## config.mk

```make
export PLATFORM = sky130hd
export DESIGN_NAME = uart_debug_bridge_flat
export DESIGN_NICKNAME = d
export VERILOG_FILES = /design/src/rtl/uart_debug_bridge_if.sv /design/src/rtl/uart_debug_bridge.sv /design/src/flat_wrapper.sv
export SDC_FILE = /design/constraint.sdc
export NUM_CORES = 1
export LEC_CHECK = 0
export CORE_ASPECT_RATIO = 1.4
export CORE_MARGIN = 2
export CORE_UTILIZATION = 25
export CTS_CLUSTER_DIAMETER = 120
export DETAILED_ROUTE_END_ITERATION = 10
export HOLD_SLACK_MARGIN = 0.06
export SLEW_MARGIN = 20
export SYNTH_ARGS = -nofsm -noshare
export SYNTH_HDL_FRONTEND = slang
export SYNTH_SLANG_ARGS = --single-unit
```

## constraint.sdc

```tcl
create_clock -name clk -period 3.1 [get_ports clk]
set_input_delay 0.31 -clock clk [delete_from_list [all_inputs] [get_ports clk]]
set_output_delay 0.31 -clock clk [all_outputs]
set_load 0.005 [all_outputs]
```

## src/rtl/uart_debug_bridge_if.sv

```systemverilog
// uart_debug_bridge_if: memory debug port between the UART bridge and debug_amif.
//   master (bridge side): drives dbg_read, dbg_write, dbg_addr, dbg_store;
//                         receives dbg_load, dbg_ready.
//   slave (controller side): the mirror image.
interface uart_debug_bridge_if;
  logic        dbg_read;
  logic        dbg_write;
  logic [31:0] dbg_addr;
  logic [31:0] dbg_store;
  logic [31:0] dbg_load;
  logic        dbg_ready;

  modport master (
    output dbg_read, dbg_write, dbg_addr, dbg_store,
    input  dbg_load, dbg_ready
  );

  modport slave (
    input  dbg_read, dbg_write, dbg_addr, dbg_store,
    output dbg_load, dbg_ready
  );
endinterface

```

## src/rtl/uart_debug_bridge.sv

```systemverilog
// uart_debug_bridge: host-driven peek/poke of memory-mapped words over an 8N1 UART.
//   Frames (big-endian): 0x52 A3..A0 -> D3..D0 ; 0x57 A3..A0 D3..D0 -> 0x4B ;
//   unknown command or unaligned address -> 0x3F.
// Ports:
//   clk, rst   system clock, synchronous active-high reset
//   rxd        UART receive line (asynchronous, idle high)
//   txd        UART transmit line (idle high)
//   dbg        debug port, master side (read/write/addr/store out, load/ready in)
//   dbg_done   one-cycle pulse when the last response stop bit has completed
//   busy       high whenever the command FSM is not idle
// Build option: define DEBUG_BRIDGE_TIMEOUT_EN to drop partial frames after
// TIMEOUT_CYCLES of inter-byte silence.
module uart_debug_bridge #(
  parameter int unsigned CLKS_PER_BIT   = 868,
  parameter int unsigned TIMEOUT_CYCLES = 10_000_000
) (
  input  logic                clk,
  input  logic                rst,
  input  logic                rxd,
  output logic                txd,
  uart_debug_bridge_if.master dbg,
  output logic                dbg_done,
  output logic                busy
);
  localparam int unsigned CW   = $clog2(CLKS_PER_BIT);
  localparam int unsigned HALF = CLKS_PER_BIT / 2;
  localparam logic [7:0] CMD_READ  = 8'h52;
  localparam logic [7:0] CMD_WRITE = 8'h57;
  localparam logic [7:0] REPLY_OK  = 8'h4B;
  localparam logic [7:0] REPLY_ERR = 8'h3F;

  if (CLKS_PER_BIT < 4 || TIMEOUT_CYCLES == 0) begin : g_param_check
    $error("uart_debug_bridge: CLKS_PER_BIT must be >= 4 and TIMEOUT_CYCLES nonzero");
  end

  typedef enum logic [1:0] {RX_IDLE, RX_START, RX_DATA, RX_STOP} rx_state_t;
  typedef enum logic [2:0] {ST_IDLE, ST_ADDR, ST_DATA, ST_BUS, ST_RESP} state_t;

  // ---------------- receiver ----------------
  logic          rx_meta, rx_sync, rx_prev;
  rx_state_t     rx_state;
  logic [CW-1:0] rx_cnt;
  logic [2:0]    rx_bit;
  logic [7:0]    rx_shift;
  logic          rx_valid;
  logic [7:0]    rx_byte;

  // Synchronise rxd, find the start edge, sample each bit at its centre.
  always_ff @(posedge clk) begin
    if (rst) begin
      rx_meta  <= 1'b1;
      rx_sync  <= 1'b1;
      rx_prev  <= 1'b1;
      rx_state <= RX_IDLE;
      rx_cnt   <= '0;
      rx_bit   <= '0;
      rx_shift <= '0;
      rx_valid <= 1'b0;
      rx_byte  <= '0;
    end else begin
      rx_meta  <= rxd;
      rx_sync  <= rx_meta;
      rx_prev  <= rx_sync;
      rx_valid <= 1'b0;
      case (rx_state)
        RX_IDLE: begin
          if (rx_prev && !rx_sync) begin
            rx_state <= RX_START;
            rx_cnt   <= '0;
          end
        end
        RX_START: begin
          if (rx_cnt == CW'(HALF - 1)) begin
            rx_cnt   <= '0;
            rx_bit   <= '0;
            // a glitch shorter than half a bit is not a start bit
            rx_state <= rx_sync ? RX_IDLE : RX_DATA;
          end else begin
            rx_cnt <= rx_cnt + CW'(1);
          end
        end
        RX_DATA: begin
          if (rx_cnt == CW'(CLKS_PER_BIT - 1)) begin
            rx_cnt   <= '0;
            rx_shift <= {rx_sync, rx_shift[7:1]};
            rx_bit   <= rx_bit + 3'd1;
            if (rx_bit == 3'd7) rx_state <= RX_STOP;
          end else begin
            rx_cnt <= rx_cnt + CW'(1);
          end
        end
        RX_STOP: begin
          if (rx_cnt == CW'(CLKS_PER_BIT - 1)) begin
            rx_cnt   <= '0;
            rx_state <= RX_IDLE;
            // framing errors are dropped silently
            if (rx_sync) begin
              rx_valid <= 1'b1;
              rx_byte  <= rx_shift;
            end
          end else begin
            rx_cnt <= rx_cnt + CW'(1);
          end
        end
        default: rx_state <= RX_IDLE;
      endcase
    end
  end

  // ---------------- command FSM + transmitter ----------------
  state_t        state;
  logic          is_write;
  logic [1:0]    byte_cnt;
  logic [31:0]   addr_sh;
  logic [23:0]   data_sh;
  logic [31:0]   resp;
  logic [2:0]    resp_left;
  logic          tx_busy;
  logic [CW-1:0] tx_cnt;
  logic [3:0]    tx_bit;
  logic [8:0]    tx_frame;
  logic          tx_end_c;
  logic          tx_load_c;
  logic          to_expired_c;

  // Next response byte loads at RESP entry or exactly as the previous stop bit ends.
  assign tx_end_c  = tx_busy && (tx_cnt == CW'(CLKS_PER_BIT - 1)) && (tx_bit == 4'd9);
  assign tx_load_c = (state == ST_RESP) && (resp_left != 3'd0) && (!tx_busy || tx_end_c);

`ifdef DEBUG_BRIDGE_TIMEOUT_EN
  localparam int unsigned TW = $clog2(TIMEOUT_CYCLES + 1);
  logic [TW-1:0] to_cnt;

  // Inter-byte watchdog for partially received frames.
  always_ff @(posedge clk) begin
    if (rst) begin
      to_cnt <= '0;
    end else if (rx_valid) begin
      to_cnt <= TW'(TIMEOUT_CYCLES);
    end else if ((state == ST_ADDR || state == ST_DATA) && to_cnt != '0) begin
      to_cnt <= to_cnt - TW'(1);
    end
  end

  assign to_expired_c = (state == ST_ADDR || state == ST_DATA) && (to_cnt == '0);
`else
  assign to_expired_c = 1'b0;
`endif

  always_ff @(posedge clk) begin
    if (rst) begin
      state         <= ST_IDLE;
      busy          <= 1'b0;
      is_write      <= 1'b0;
      byte_cnt      <= '0;
      addr_sh       <= '0;
      data_sh       <= '0;
      resp          <= '0;
      resp_left     <= '0;
      dbg.dbg_read  <= 1'b0;
      dbg.dbg_write <= 1'b0;
      dbg.dbg_addr  <= '0;
      dbg.dbg_store <= '0;
      dbg_done      <= 1'b0;
      txd           <= 1'b1;
      tx_busy       <= 1'b0;
      tx_cnt        <= '0;
      tx_bit        <= '0;
      tx_frame      <= '1;
    end else begin
      dbg_done <= 1'b0;
      case (state)
        ST_IDLE: begin
          if (rx_valid) begin
            byte_cnt <= '0;
            busy     <= 1'b1;
            if (rx_byte == CMD_READ || rx_byte == CMD_WRITE) begin
              is_write <= (rx_byte == CMD_WRITE);
              state    <= ST_ADDR;
            end else begin
              resp      <= {REPLY_ERR, 24'h0};
              resp_left <= 3'd1;
              state     <= ST_RESP;
            end
          end
        end
        ST_ADDR: begin
          if (rx_valid) begin
            addr_sh  <= {addr_sh[23:0], rx_byte};
            byte_cnt <= byte_cnt + 2'd1;
            if (byte_cnt == 2'd3) begin
              if (is_write) begin
                state <= ST_DATA;
              end else if (rx_byte[1:0] != 2'b00) begin
                resp      <= {REPLY_ERR, 24'h0};
                resp_left <= 3'd1;
                state     <= ST_RESP;
              end else begin
                dbg.dbg_addr <= {addr_sh[23:0], rx_byte};
                dbg.dbg_read <= 1'b1;
                state        <= ST_BUS;
              end
            end
          end else if (to_expired_c) begin
            busy  <= 1'b0;
            state <= ST_IDLE;
          end
        end
        ST_DATA: begin
          if (rx_valid) begin
            data_sh  <= {data_sh[15:0], rx_byte};
            byte_cnt <= byte_cnt + 2'd1;
            if (byte_cnt == 2'd3) begin
              if (addr_sh[1:0] != 2'b00) begin
                resp      <= {REPLY_ERR, 24'h0};
                resp_left <= 3'd1;
                state     <= ST_RESP;
              end else begin
                dbg.dbg_addr  <= addr_sh;
                dbg.dbg_store <= {data_sh, rx_byte};
                dbg.dbg_write <= 1'b1;
                state         <= ST_BUS;
              end
            end
          end else if (to_expired_c) begin
            busy  <= 1'b0;
            state <= ST_IDLE;
          end
        end
        ST_BUS: begin
          if (dbg.dbg_ready) begin
            dbg.dbg_read  <= 1'b0;
            dbg.dbg_write <= 1'b0;
            resp          <= is_write ? {REPLY_OK, 24'h0} : dbg.dbg_load;
            resp_left     <= is_write ? 3'd1 : 3'd4;
            state         <= ST_RESP;
          end
        end
        ST_RESP: begin
          if (tx_load_c) begin
            txd       <= 1'b0;
            tx_frame  <= {1'b1, resp[31:24]};
            resp      <= {resp[23:0], 8'h00};
            resp_left <= resp_left - 3'd1;
            tx_busy   <= 1'b1;
            tx_cnt    <= '0;
            tx_bit    <= '0;
          end else if (tx_busy) begin
            if (tx_cnt == CW'(CLKS_PER_BIT - 1)) begin
              tx_cnt <= '0;
              if (tx_bit == 4'd9) begin
                tx_busy  <= 1'b0;
                dbg_done <= 1'b1;
                busy     <= 1'b0;
                state    <= ST_IDLE;
              end else begin
                tx_bit   <= tx_bit + 4'd1;
                txd      <= tx_frame[0];
                tx_frame <= {1'b1, tx_frame[8:1]};
              end
            end else begin
              tx_cnt <= tx_cnt + CW'(1);
            end
          end
        end
        default: begin
          busy  <= 1'b0;
          state <= ST_IDLE;
        end
      endcase
    end
  end
endmodule
```

## src/flat_wrapper.sv

```systemverilog
// flat-port wrapper written by rule: the top's interface ports become plain ports
module uart_debug_bridge_flat 
#(
  parameter int unsigned CLKS_PER_BIT   = 868,
  parameter int unsigned TIMEOUT_CYCLES = 10_000_000
)
  (clk, rst, rxd, txd, dbg_done, busy, dbg_dbg_read, dbg_dbg_write, dbg_dbg_addr, dbg_dbg_store, dbg_dbg_load, dbg_dbg_ready);
  uart_debug_bridge_if dbg_i ();
  input  logic clk;
  input  logic rst;
  input  logic rxd;
  output logic txd;
  output logic dbg_done;
  output logic busy;
  output wire logic [$bits(dbg_i.dbg_read)-1:0] dbg_dbg_read;
  output wire logic [$bits(dbg_i.dbg_write)-1:0] dbg_dbg_write;
  output wire logic [$bits(dbg_i.dbg_addr)-1:0] dbg_dbg_addr;
  output wire logic [$bits(dbg_i.dbg_store)-1:0] dbg_dbg_store;
  input wire logic [$bits(dbg_i.dbg_load)-1:0] dbg_dbg_load;
  input wire logic [$bits(dbg_i.dbg_ready)-1:0] dbg_dbg_ready;
  assign dbg_dbg_read = dbg_i.dbg_read;
  assign dbg_dbg_write = dbg_i.dbg_write;
  assign dbg_dbg_addr = dbg_i.dbg_addr;
  assign dbg_dbg_store = dbg_i.dbg_store;
  assign dbg_i.dbg_load = dbg_dbg_load;
  assign dbg_i.dbg_ready = dbg_dbg_ready;
  uart_debug_bridge #(.CLKS_PER_BIT(CLKS_PER_BIT), .TIMEOUT_CYCLES(TIMEOUT_CYCLES)) u_core (.clk(clk), .rst(rst), .rxd(rxd), .txd(txd), .dbg(dbg_i), .dbg_done(dbg_done), .busy(busy));
endmodule
```

# Yosys cells after proc, flatten, opt, wreduce, memory -nomap -nowiden
# Cells that the tools add are included.
# Widths: inputs -> output; s select.
dict set report totals {
  regBits 225
  inputBits 36
  out_inout_bits 69
  word_cells 226
}
dict set report classes {
  n_addsub 6
  n_eq_ne 39
  n_mux 103
  bitwise_logic 7
  reduce_logical 44
}
# op count
set op_table {}
lappend op_table {{$mux 32} 19}
lappend op_table {{$pmux 32 s5} 1}
lappend op_table {{$mux 3} 28}
lappend op_table {{$pmux 32 s2} 1}
lappend op_table {{$mux 10} 6}
lappend op_table {{$mux 9} 4}
lappend op_table {{$ne 2x1->1 const B} 16}
lappend op_table {{$pmux 10 s3} 1}
lappend op_table {{$pmux 3 s5} 2}
lappend op_table {{$mux 1} 23}
lappend op_table {{$add 10x1->10 const B} 2}
lappend op_table {{$eq 10x10->1 const B} 2}
lappend op_table {{$reduce_bool 2->1} 9}
lappend op_table {{$eq 8x7->1 const B} 2}
lappend op_table {{$mux 2} 8}
lappend op_table {{$mux 4} 4}
lappend op_table {{$ne 2x2->1 const B} 8}
lappend op_table {{$reduce_and 12->1} 1}
lappend op_table {{$reduce_and 3->1} 4}
lappend op_table {{$reduce_and 6->1} 2}
lappend op_table {{$eq 10x9->1 const B} 1}
lappend op_table {{$reduce_and 10->1} 1}
lappend op_table {{$reduce_and 5->1} 2}
lappend op_table {{$pmux 2 s4} 1}
lappend op_table {{other kinds (28)} 51}

# Logic depth before layout (Yosys ltp)
# Gate-level depths: netlist of run 1.
dict set report logic_depth {
  depth_word 7
  mapped_depth 9
  ltp_nobuf 7
}

# Worst setup path after synthesis of run 1
# Ideal clock, no wire load.
dict set report synth_timing {
  kind {flip-flop to flip-flop}
  startpoint {reg u_core.tx_cnt[4]}
  endpoint {reg u_core.tx_frame[0]}
  setup_time_ns 0.134
  t_arrival_ns 2.060
  t_required_ns 2.966
  slack_ns 0.906
  stages_incl_launch_ff 7
  path_buffers 1
  period_less_slack_ns 2.194
  path_cell_list {dfxtp_1 or4b_4 o31a_1 or3_1 clkbuf_1 nor2_1 a2bb2oi_1}
}
dict set report synth_via {
  elab_chain_len 7
  elab_cells_between_ends 10
  classes_between {eq/ne: 2; mux: 1; reduce/logical: 7}
}
# element line_no
set synth_lines {}
lappend synth_lines {{start, declared} uart_debug_bridge.sv:119} ;# logic [CW-1:0] tx_cnt;
lappend synth_lines {{start signal, assigned} uart_debug_bridge.sv:262} ;# tx_cnt <= tx_cnt + CW'(1);
lappend synth_lines {{$eq 10x10->1 *} {uart_debug_bridge.sv:127, uart_debug_bridge.sv:249}}
lappend synth_lines {{$logic_and 1x1->1 (2 in series)} uart_debug_bridge.sv:127} ;# assign tx_end_c = tx_busy && (tx_cnt == CW'(CLKS_PER_BIT - 1)) && (tx_bit == 4'd9);
lappend synth_lines {{$logic_or 1x1->1} uart_debug_bridge.sv:128} ;# assign tx_load_c = (state == ST_RESP) && (resp_left != 3'd0) && (!tx_busy || tx_end_c);
lappend synth_lines {{$logic_and 1x1->1} uart_debug_bridge.sv:128}
lappend synth_lines {{$ne 2x1->1 (no source line) / $reduce_bool 2->1 (equally long branches)} -}
lappend synth_lines {{$reduce_and 4->1 (no source line)} -}
lappend synth_lines {{end signal, assigned} uart_debug_bridge.sv:242} ;# tx_frame <= {1'b1, resp[31:24]};
lappend synth_lines {{end signal, assigned} uart_debug_bridge.sv:259} ;# tx_frame <= {1'b1, tx_frame[8:1]};
lappend synth_lines {{end, declared} uart_debug_bridge.sv:121} ;# logic [8:0] tx_frame;
# Every way passes the cells marked *; elsewhere a longest branch is shown, timed or not.
# A chain may end at the register's enable or synchronous reset.

# Final worst setup path of run 1
dict set report layout_timing {
  startpoint {reg u_core.rx_cnt[0]}
  endpoint {reg u_core.rx_state[0]}
}
dict set report layout_via {
  elab_chain_len 3
  elab_cells_between_ends 6
  classes_between {eq/ne: 5; reduce/logical: 1}
}
# element line_no
set layout_lines {}
lappend layout_lines {{start, declared} uart_debug_bridge.sv:42} ;# logic [CW-1:0] rx_cnt;
lappend layout_lines {{start signal, assigned} uart_debug_bridge.sv:79} ;# rx_cnt <= rx_cnt + CW'(1);
lappend layout_lines {{start signal, assigned} uart_debug_bridge.sv:89} ;# rx_cnt <= rx_cnt + CW'(1);
lappend layout_lines {{start signal, assigned} uart_debug_bridge.sv:102} ;# rx_cnt <= rx_cnt + CW'(1);
lappend layout_lines {{$eq 10x10->1 / $eq 10x9->1 (equally long branches)} {uart_debug_bridge.sv:83, uart_debug_bridge.sv:93, uart_debug_bridge.sv:73}}
lappend layout_lines {{$ne 2x1->1 (no source line)} -}
lappend layout_lines {{$reduce_and 5->1 (no source line) *} -}
lappend layout_lines {{end signal, assigned} uart_debug_bridge.sv:77} ;# rx_state <= rx_sync ? RX_IDLE : RX_DATA;
lappend layout_lines {{end, declared} uart_debug_bridge.sv:41} ;# rx_state_t rx_state;
# Marks and branches as above.

==> results of run 1 <==
==> worst paths after layout <==
| path | from | end | slack, ns |
|---|---|---|---|
| setup / recovery | u_core.rx_cnt[0]$_SDFFE_PP0N_ | u_core.rx_state[0]$_SDFFE_PP0P_ | 0.55 |
| hold / removal | rst | u_core.tx_cnt[1]$_SDFFE_PP0P_ | 0.26 |
| setup reg to reg | u_core.rx_cnt[0]$_SDFFE_PP0N_ | u_core.rx_state[0]$_SDFFE_PP0P_ | 0.55 |
| hold reg to reg | u_core.rx_meta$_SDFF_PP1_ | u_core.rx_sync$_SDFF_PP1_ | 0.40 |
==> per-layer routing <==
metal	global-route usage, %	vias up	routed length [um]
met5	0	-	0
met4	5.092	0	776
met3	1.415	50	653
met2	22.25	119	12320
met1	14.31	3760	10270
li1	-	3981	-
==> worst max-delay path, delay by kind of cell, from the launching register on <==
| family | cells | cell delay, ns |
|---|---|---|
| AO/OA/AOI/OAI | 3 | 0.86 |
| adder cells (fa/ha/maj) | 1 | 0.27 |
| flip-flops | 1 | 0.41 |
| AND/OR/NAND/NOR | 2 | 0.95 |
==> power by group through the flow <==
stage	clock network (W)	registers [W]	logic, W
2_1_floorplan	0	0.00304	0.000292
3_3_place_gp	0	0.00305	0.000409
3_5_place_dp	0	0.00305	0.000415
4_1_cts	0.00296	0.00299	0.000416
5_1_grt	0.00306	0.00299	0.000460
6_report	0.00287	0.00299	0.000418
==> synthesized netlist by cell type, types with 2 or more instances <==
master | instances | share of area [%]
nand3_1 | 24 | 1.3
a211oi_1 | 53 | 4.3
mux2i_1 | 51 | 5.5
o31ai_1 | 3 | 0.24
a22oi_1 | 17 | 1.4
or4bb_1 | 2 | 0.24
nand3b_1 | 4 | 0.32
o21ai_1 | 2 | 0.11
or3_1 | 7 | 0.47
a21oi_1 | 146 | 7.9
xor2_1 | 6 | 0.57
a31oi_1 | 6 | 0.40
or4_1 | 4 | 0.32
a21boi_0 | 2 | 0.16
nand2_1 | 217 | 8.8
a2bb2oi_1 | 7 | 0.66
inv_1 | 21 | 0.85
o211ai_1 | 2 | 0.16
nor3_1 | 12 | 0.65
or2_2 | 6 | 0.40
a221oi_1 | 4 | 0.38
a32o_1 | 2 | 0.22
nor4_1 | 5 | 0.34
xnor2_1 | 8 | 0.76
o21ai_0 | 20 | 1.1
nand4_1 | 16 | 1.1
and2_1 | 3 | 0.20
dfxtp_1 | 224 | 48
o221ai_1 | 4 | 0.38
ha_1 | 14 | 1.9
nor2_1 | 78 | 3.2
nand2b_1 | 6 | 0.40
nor3b_1 | 5 | 0.40
buf_2 | 8 | 0.43
a22o_1 | 3 | 0.28
and3_1 | 4 | 0.27
clkbuf_1 | 67 | 2.7
==> layout by cell type, fill, tap and decap left out, types with 3 or more instances in the layout <==
cell type	n
a211oi_1	52
a21oi_1	145
a221oi_1	4
a22o_1	3
a22oi_1	17
a2bb2oi_1	7
a31oi_1	6
and2_1	3
and3_1	3
buf_4	13
clkbuf_16	24
clkbuf_8	7
clkdlybuf4s50_1	103
clkinv_2	5
dfxtp_1	224
ha_1	14
inv_1	21
mux2i_1	51
nand2_1	217
nand2b_1	6
nand3_1	24
nand3b_1	4
nand4_1	16
nor2_1	77
nor3_1	11
nor3b_1	4
nor4_1	5
o21ai_0	20
o221ai_1	4
o31ai_1	3
or2_2	6
or3_1	7
or4_1	4
xnor2_1	8
xor2_1	6
==> flip-flops by register name (all words and copies together) (netlist names), 2 cells and up, named ones only <==
signal                count
u_core.addr_sh           32
u_core.dbg.dbg_addr      32
u_core.dbg.dbg_store     32
u_core.resp              32
u_core.data_sh           24
u_core.rx_cnt            10
u_core.tx_cnt            10
u_core.rx_byte            8
u_core.rx_shift           8
u_core.tx_frame           8
u_core.tx_bit             4
u_core.resp_left          3
u_core.rx_bit             3
u_core.state              3
u_core.byte_cnt           2
==> cell families after synthesis <==
family	after synthesis	synth area share, %
mux	51	5.502
fa+ha+maj	15	1.996
flops	224	48.33
xor+xnor	14	1.322
compound gates	286	19.22
simple gates	404	19.60
buf+inv	97	4.032
==> final cells by class <==
cell class,instances,area [um^2],area share [%]
sequential,224,4484,38.74
tap,467,584.3,5.048
timing repair buffer,119,1180,10.19
inverter,22,82.58,0.7134
clock inverter,10,95.09,0.8214
multi-input combinational,770,4449,38.43
clock buffer,32,700.7,6.053
==> stage by stage <==
step                power, W  hold WS, ns  area, um^2  util (%)  worst slack [ns]
global route        0.006516       0.2776       11580     31.58            0.2894
finish              0.006273       0.2557       11580     31.58            0.5498
global placement    0.003459       0.4042       10770     29.39            0.4766
floorplan           0.003327       0.3895        9278         -            0.9058
detailed placement  0.003466       0.4013       10770     29.39            0.4820
CTS                 0.006365       0.2493       11570     31.56            0.4269
==> results.py, run 1 <==
metrics = {
    "outcome": {
        "status": "completed",
    },
    "clocking": {
        "cts_root_buf": "clkbuf_16",
        "numCtsBuffers": 24,
        "clock_sinks": 224,
        "hold_buffers": 0,
        "cts_resized": 0,
        "clk_latency_ns": 0.54,
        "clock_path_buffers": 3,
        "cts-htree-levels": 1,
        "cts_tree": "built",
        "clk_pin_slew_worst_paths_ns": 0.06,
        "cts_setup_buffers": 0,
    },
    "route": {
        "wl_um": 24020,
        "wl_per_cell_um": 14.61,
        "vias": 7910,
        "drtIter0Drc": 555,
        "detail-route-antenna-nets": 0,
        "drt-pass1-iter-count": 6,
        "remaining_drc_errors": 0,
        "vias_per_cell": 4.811,
    },
    "timing": {
        "setup_viol_count_final": 0,
        "finalCritPeriodShare_pct": 82.27,
        "max_freq_mhz": 392.1,
        "clock_skew_ns": 0.02679,
        "finalMaxSlewViolations": 0,
        "finalSetupTns_ns": 0,
        "worstMarginPinSlew_ns": 0.9431,
        "hold_viol_final": 0,
        "period_needed_ns": 2.550,
        "slew-limit-headroom_pct": 37.12,
        "rsz0062_at_grt": "no",
    },
    "critical_path": {
        "arrival_ns": 3.01,
        "slowest_delay_ns": 0.59,
        "worstPathCellList": "ha_1 > or4bb_1 > o31ai_1 > and2_0 > a31oi_1 > a211oi_1",
        "cp-end-kind": "flop",
        "crit_fanout": 6,
        "worstPathRequired_ns": 3.56,
        "critPathKind": "flop to flop",
        "worst_path_max_delay_cell": "or4bb_1",
        "start_kind": "flop",
        "reg2regPathDepth": 6,
    },
    "power_and_ir_drop": {
        "power_frac_seq_pct": 47.7,
        "powerDensity_mw_per_mm2": 541.9,
        "p_sw_w": 0.001500,
        "leakage_nw": 3.670,
        "power_frac_clock_pct": 45.7,
        "ir_drop_mv": 0.3110,
        "p_int_w": 0.004773,
        "p_sw_share_pct": 23.91,
        "pwr-share-comb_pct": 6.7,
    },
    "floorplanning": {
        "rows": 83,
        "die_w_um": 166.8,
        "start_util_pct": 25.31,
        "core_area_mm2": 0.03666,
        "fp.dieArea_mm2": 0.03869,
        "ios": 105,
        "fp.dieH_um": 231.9,
    },
    "logic_synthesis": {
        "synth.distinct_cells": 65,
        "async_flop_share_pct": 0,
        "synth-main-ff-cell": "dfxtp_1",
        "ys_seq_area_share_pct": 48.33,
        "synth_area_mm2": 0.009278,
        "synth_nets": 1141,
        "synth_seq_cells": 224,
        "yosys_warnings": 0,
        "synthCells": 1091,
        "synth_edf_count": 0,
        "synth_area_per_cell_um2": 8.504,
    },
    "finish": {
        "finalNetCount": 1211,
        "drive_gt1_share_pct": 6.797,
        "syn2layout_area_growth_pct": 24.77,
        "antennaDiodeCount": 0,
        "final_cells": 1644,
        "nFillCells": 3861,
    },
    "min_path": {
        "holdPathStages": 2,
        "hold_path.class": "input port to flop",
    },
    "global_route": {
        "antenna_found_initial": 0,
        "grt_overflow": 0,
        "grt_max_degree": 128,
        "grt_pass1_wl_um": 39090,
        "grt_pass1_vias": 7559,
        "grt_usage_pct": 12.15,
    },
    "place": {
        "gp_congestion": 0.8302,
        "dp_cells": 1602,
        "place.detailed.hpwl_um": 15900,
        "port_buffers": 104,
    },
    "run": {
        "maxCapViolCount": 0,
    },
}
Note: power is estimated with default switching activity, not from simulation.
==> inputs of run 2 (changes only) <==
Clock period 3.1 ns to 2.5 ns, I/O delays scaled along.
==> run 2 against run 1 <==
Final cell count rose by 1.2%. Flip-flop and latch count unchanged. Routed wire length grew 0.61%. Sequential power grew 24%. Utilization rose by 0.58 points. Largest power group unchanged.
==> results.py, run 2 (same netlist as run 1, synthesis figures left out) <==
metrics = {
    "outcome": {
        "status": "completed",
    },
    "power_and_ir_drop": {
        "p_total_w": 0.007963,
        "powerDensity_mw_per_mm2": 675.6,
        "leakage_nw": 3.770,
        "ir_drop_mv": 0.4380,
    },
    "global_route": {
        "grt_pass1_vias": 7682,
        "grt_pass1_wl_um": 39300,
        "grt_overflow": 0,
        "antenna_found_initial": 1,
        "grt_max_degree": 119,
        "grt_usage_pct": 12.20,
    },
    "route": {
        "wl_per_cell_um": 14.53,
        "top_layer": "met4",
        "detail-route-antenna-nets": 0,
        "dr_wl_met3_um": 650,
        "routed-wl-met2_um": 12710,
        "drt-pass1-iter-count": 5,
        "m1WireLength_um": 9899,
        "vias": 7986,
        "wl_um": 24170,
        "vias_per_cell": 4.802,
        "drtIter0Drc": 554,
        "remaining_drc_errors": 0,
    },
    "floorplanning": {
        "fp.dieH_um": 231.9,
        "rows": 83,
        "ios": 105,
        "core_area_mm2": 0.03666,
        "die_w_um": 166.8,
        "start_util_pct": 25.31,
        "fp.dieArea_mm2": 0.03869,
    },
    "timing": {
        "hold_viol_final": 0,
        "slew-limit-headroom_pct": 44.10,
        "clock_skew_ns": 0.01499,
        "finalCritPeriodShare_pct": 92.58,
        "finalSetupTns_ns": 0,
        "setup_viol_count_final": 0,
        "rsz0062_at_grt": "no",
        "period_needed_ns": 2.314,
        "worstMarginPinSlew_ns": 0.8385,
        "max_freq_mhz": 432.1,
        "finalMaxSlewViolations": 0,
    },
    "finish": {
        "syn2layout_area_growth_pct": 27.05,
        "final_cell_mix": "224 x dfxtp_1, 217 x nand2_1, 145 x a21oi_1",
        "finalNetCount": 1229,
        "layout_commonest_cell": "dfxtp_1",
        "drive_gt1_share_pct": 7.782,
    },
    "clocking": {
        "cts_setup_buffers": 0,
        "cts_tree": "built",
        "clock_sinks": 224,
        "hold_buffers": 0,
        "cts_root_buf": "clkbuf_16",
        "clk_latency_ns": 0.54,
        "clk_pin_slew_worst_paths_ns": 0.06,
        "clock_path_buffers": 3,
        "cts-htree-levels": 1,
        "cts_resized": 0,
        "numCtsBuffers": 25,
    },
    "critical_path": {
        "crit_fanout": 7,
        "arrival_ns": 2.71,
        "worst_path_max_delay_cell": "or4b_4",
        "critPathKind": "flop to flop",
        "start_kind": "flop",
        "slowest_delay_ns": 0.56,
        "worstPathRequired_ns": 2.90,
        "cp-end-kind": "flop",
        "worst-path-buf-inv": 0,
        "worstPathCellList": "or4b_4 > o31a_1 > or3_1 > nor2_1 > a2bb2oi_1",
        "critPathTopFamily": "simple AND/OR/NAND/NOR gates",
    },
    "place": {
        "gp_congestion": 0.8006,
        "port_buffers": 104,
        "place.detailed.hpwl_um": 16210,
    },
    "run": {
        "maxCapViolCount": 0,
    },
    "min_path": {
        "hold_path.class": "input port to flop",
    },
}
==> run 2: cell count changes in the layout (fill, tap and decap cells not counted), moves of 2 or more <==
cell and change:
clkinv_2 -3, clkbuf_8 -2, buf_4 +13, clkbuf_1 +5
buf_12 +4
==> run 2: path summary, 6_finish.rpt <==
kind,start,endpoint,slack (ns),cells after the start
worst min-delay path,rst,u_core.rx_cnt[4]$_SDFFE_PP0N_,0.11,4
worst max register to register,u_core.tx_cnt[4]$_SDFFE_PP0P_,u_core.tx_frame[5]$_SDFFE_PP1P_,0.19,5
worst min register to register,u_core.rx_meta$_SDFF_PP1_,u_core.rx_sync$_SDFF_PP1_,0.42,1
worst max-delay path,u_core.tx_cnt[4]$_SDFFE_PP0P_,u_core.tx_frame[5]$_SDFFE_PP1P_,0.19,5
==> run 2: through the flow <==
stage	utilization, %	hold WS [ns]	instances	setup WS, ns	instance area, um^2
2_1_floorplan	-	0.3538	1091	0.3058	9278
6_report	32.15	0.1102	1663	0.1856	11790
4_1_cts	32.12	0.1267	1662	0.05849	11770
3_5_place_dp	29.87	0.4180	1619	0.07213	10950
5_1_grt	32.15	0.1346	1663	0.02095	11790
3_3_place_gp	29.87	0.3993	1619	0.1009	10950
==> run 2: final cells by class <==
class / count / area [um^2]
Tap cell: 467 / 584.3
Inverter: 22 / 82.58
Sequential cell: 224 / 4484
Multi-Input combinational cell: 770 / 4454
Timing Repair Buffer: 136 / 1358
Antenna cell: 1 / 2.502
Fill cell: 3812 / 24870
Clock inverter: 7 / 105.1
Clock buffer: 36 / 716.9
==> run 2: layer usage <==
metal  track usage, %  up-vias
met4            5.981        0
met2            22.61      132
met1            13.72     3789
li1                 -     4007
met5                0        -
met3            1.568       58
==> run 2: power breakdown <==
group | internal, W | switching, W
registers | 0.00365 | 0.0000522
clock network | 0.00220 | 0.00149
logic | 0.000237 | 0.000338
total | 0.00609 | 0.00188
==> run 2: worst register-to-register path, delay by kind of cell (launching register included) <==
kind             cells  cell delay (ns)
AND/OR/NAND/NOR      3             1.41
AO/OA/AOI/OAI        2             0.43
flip-flops           1             0.35
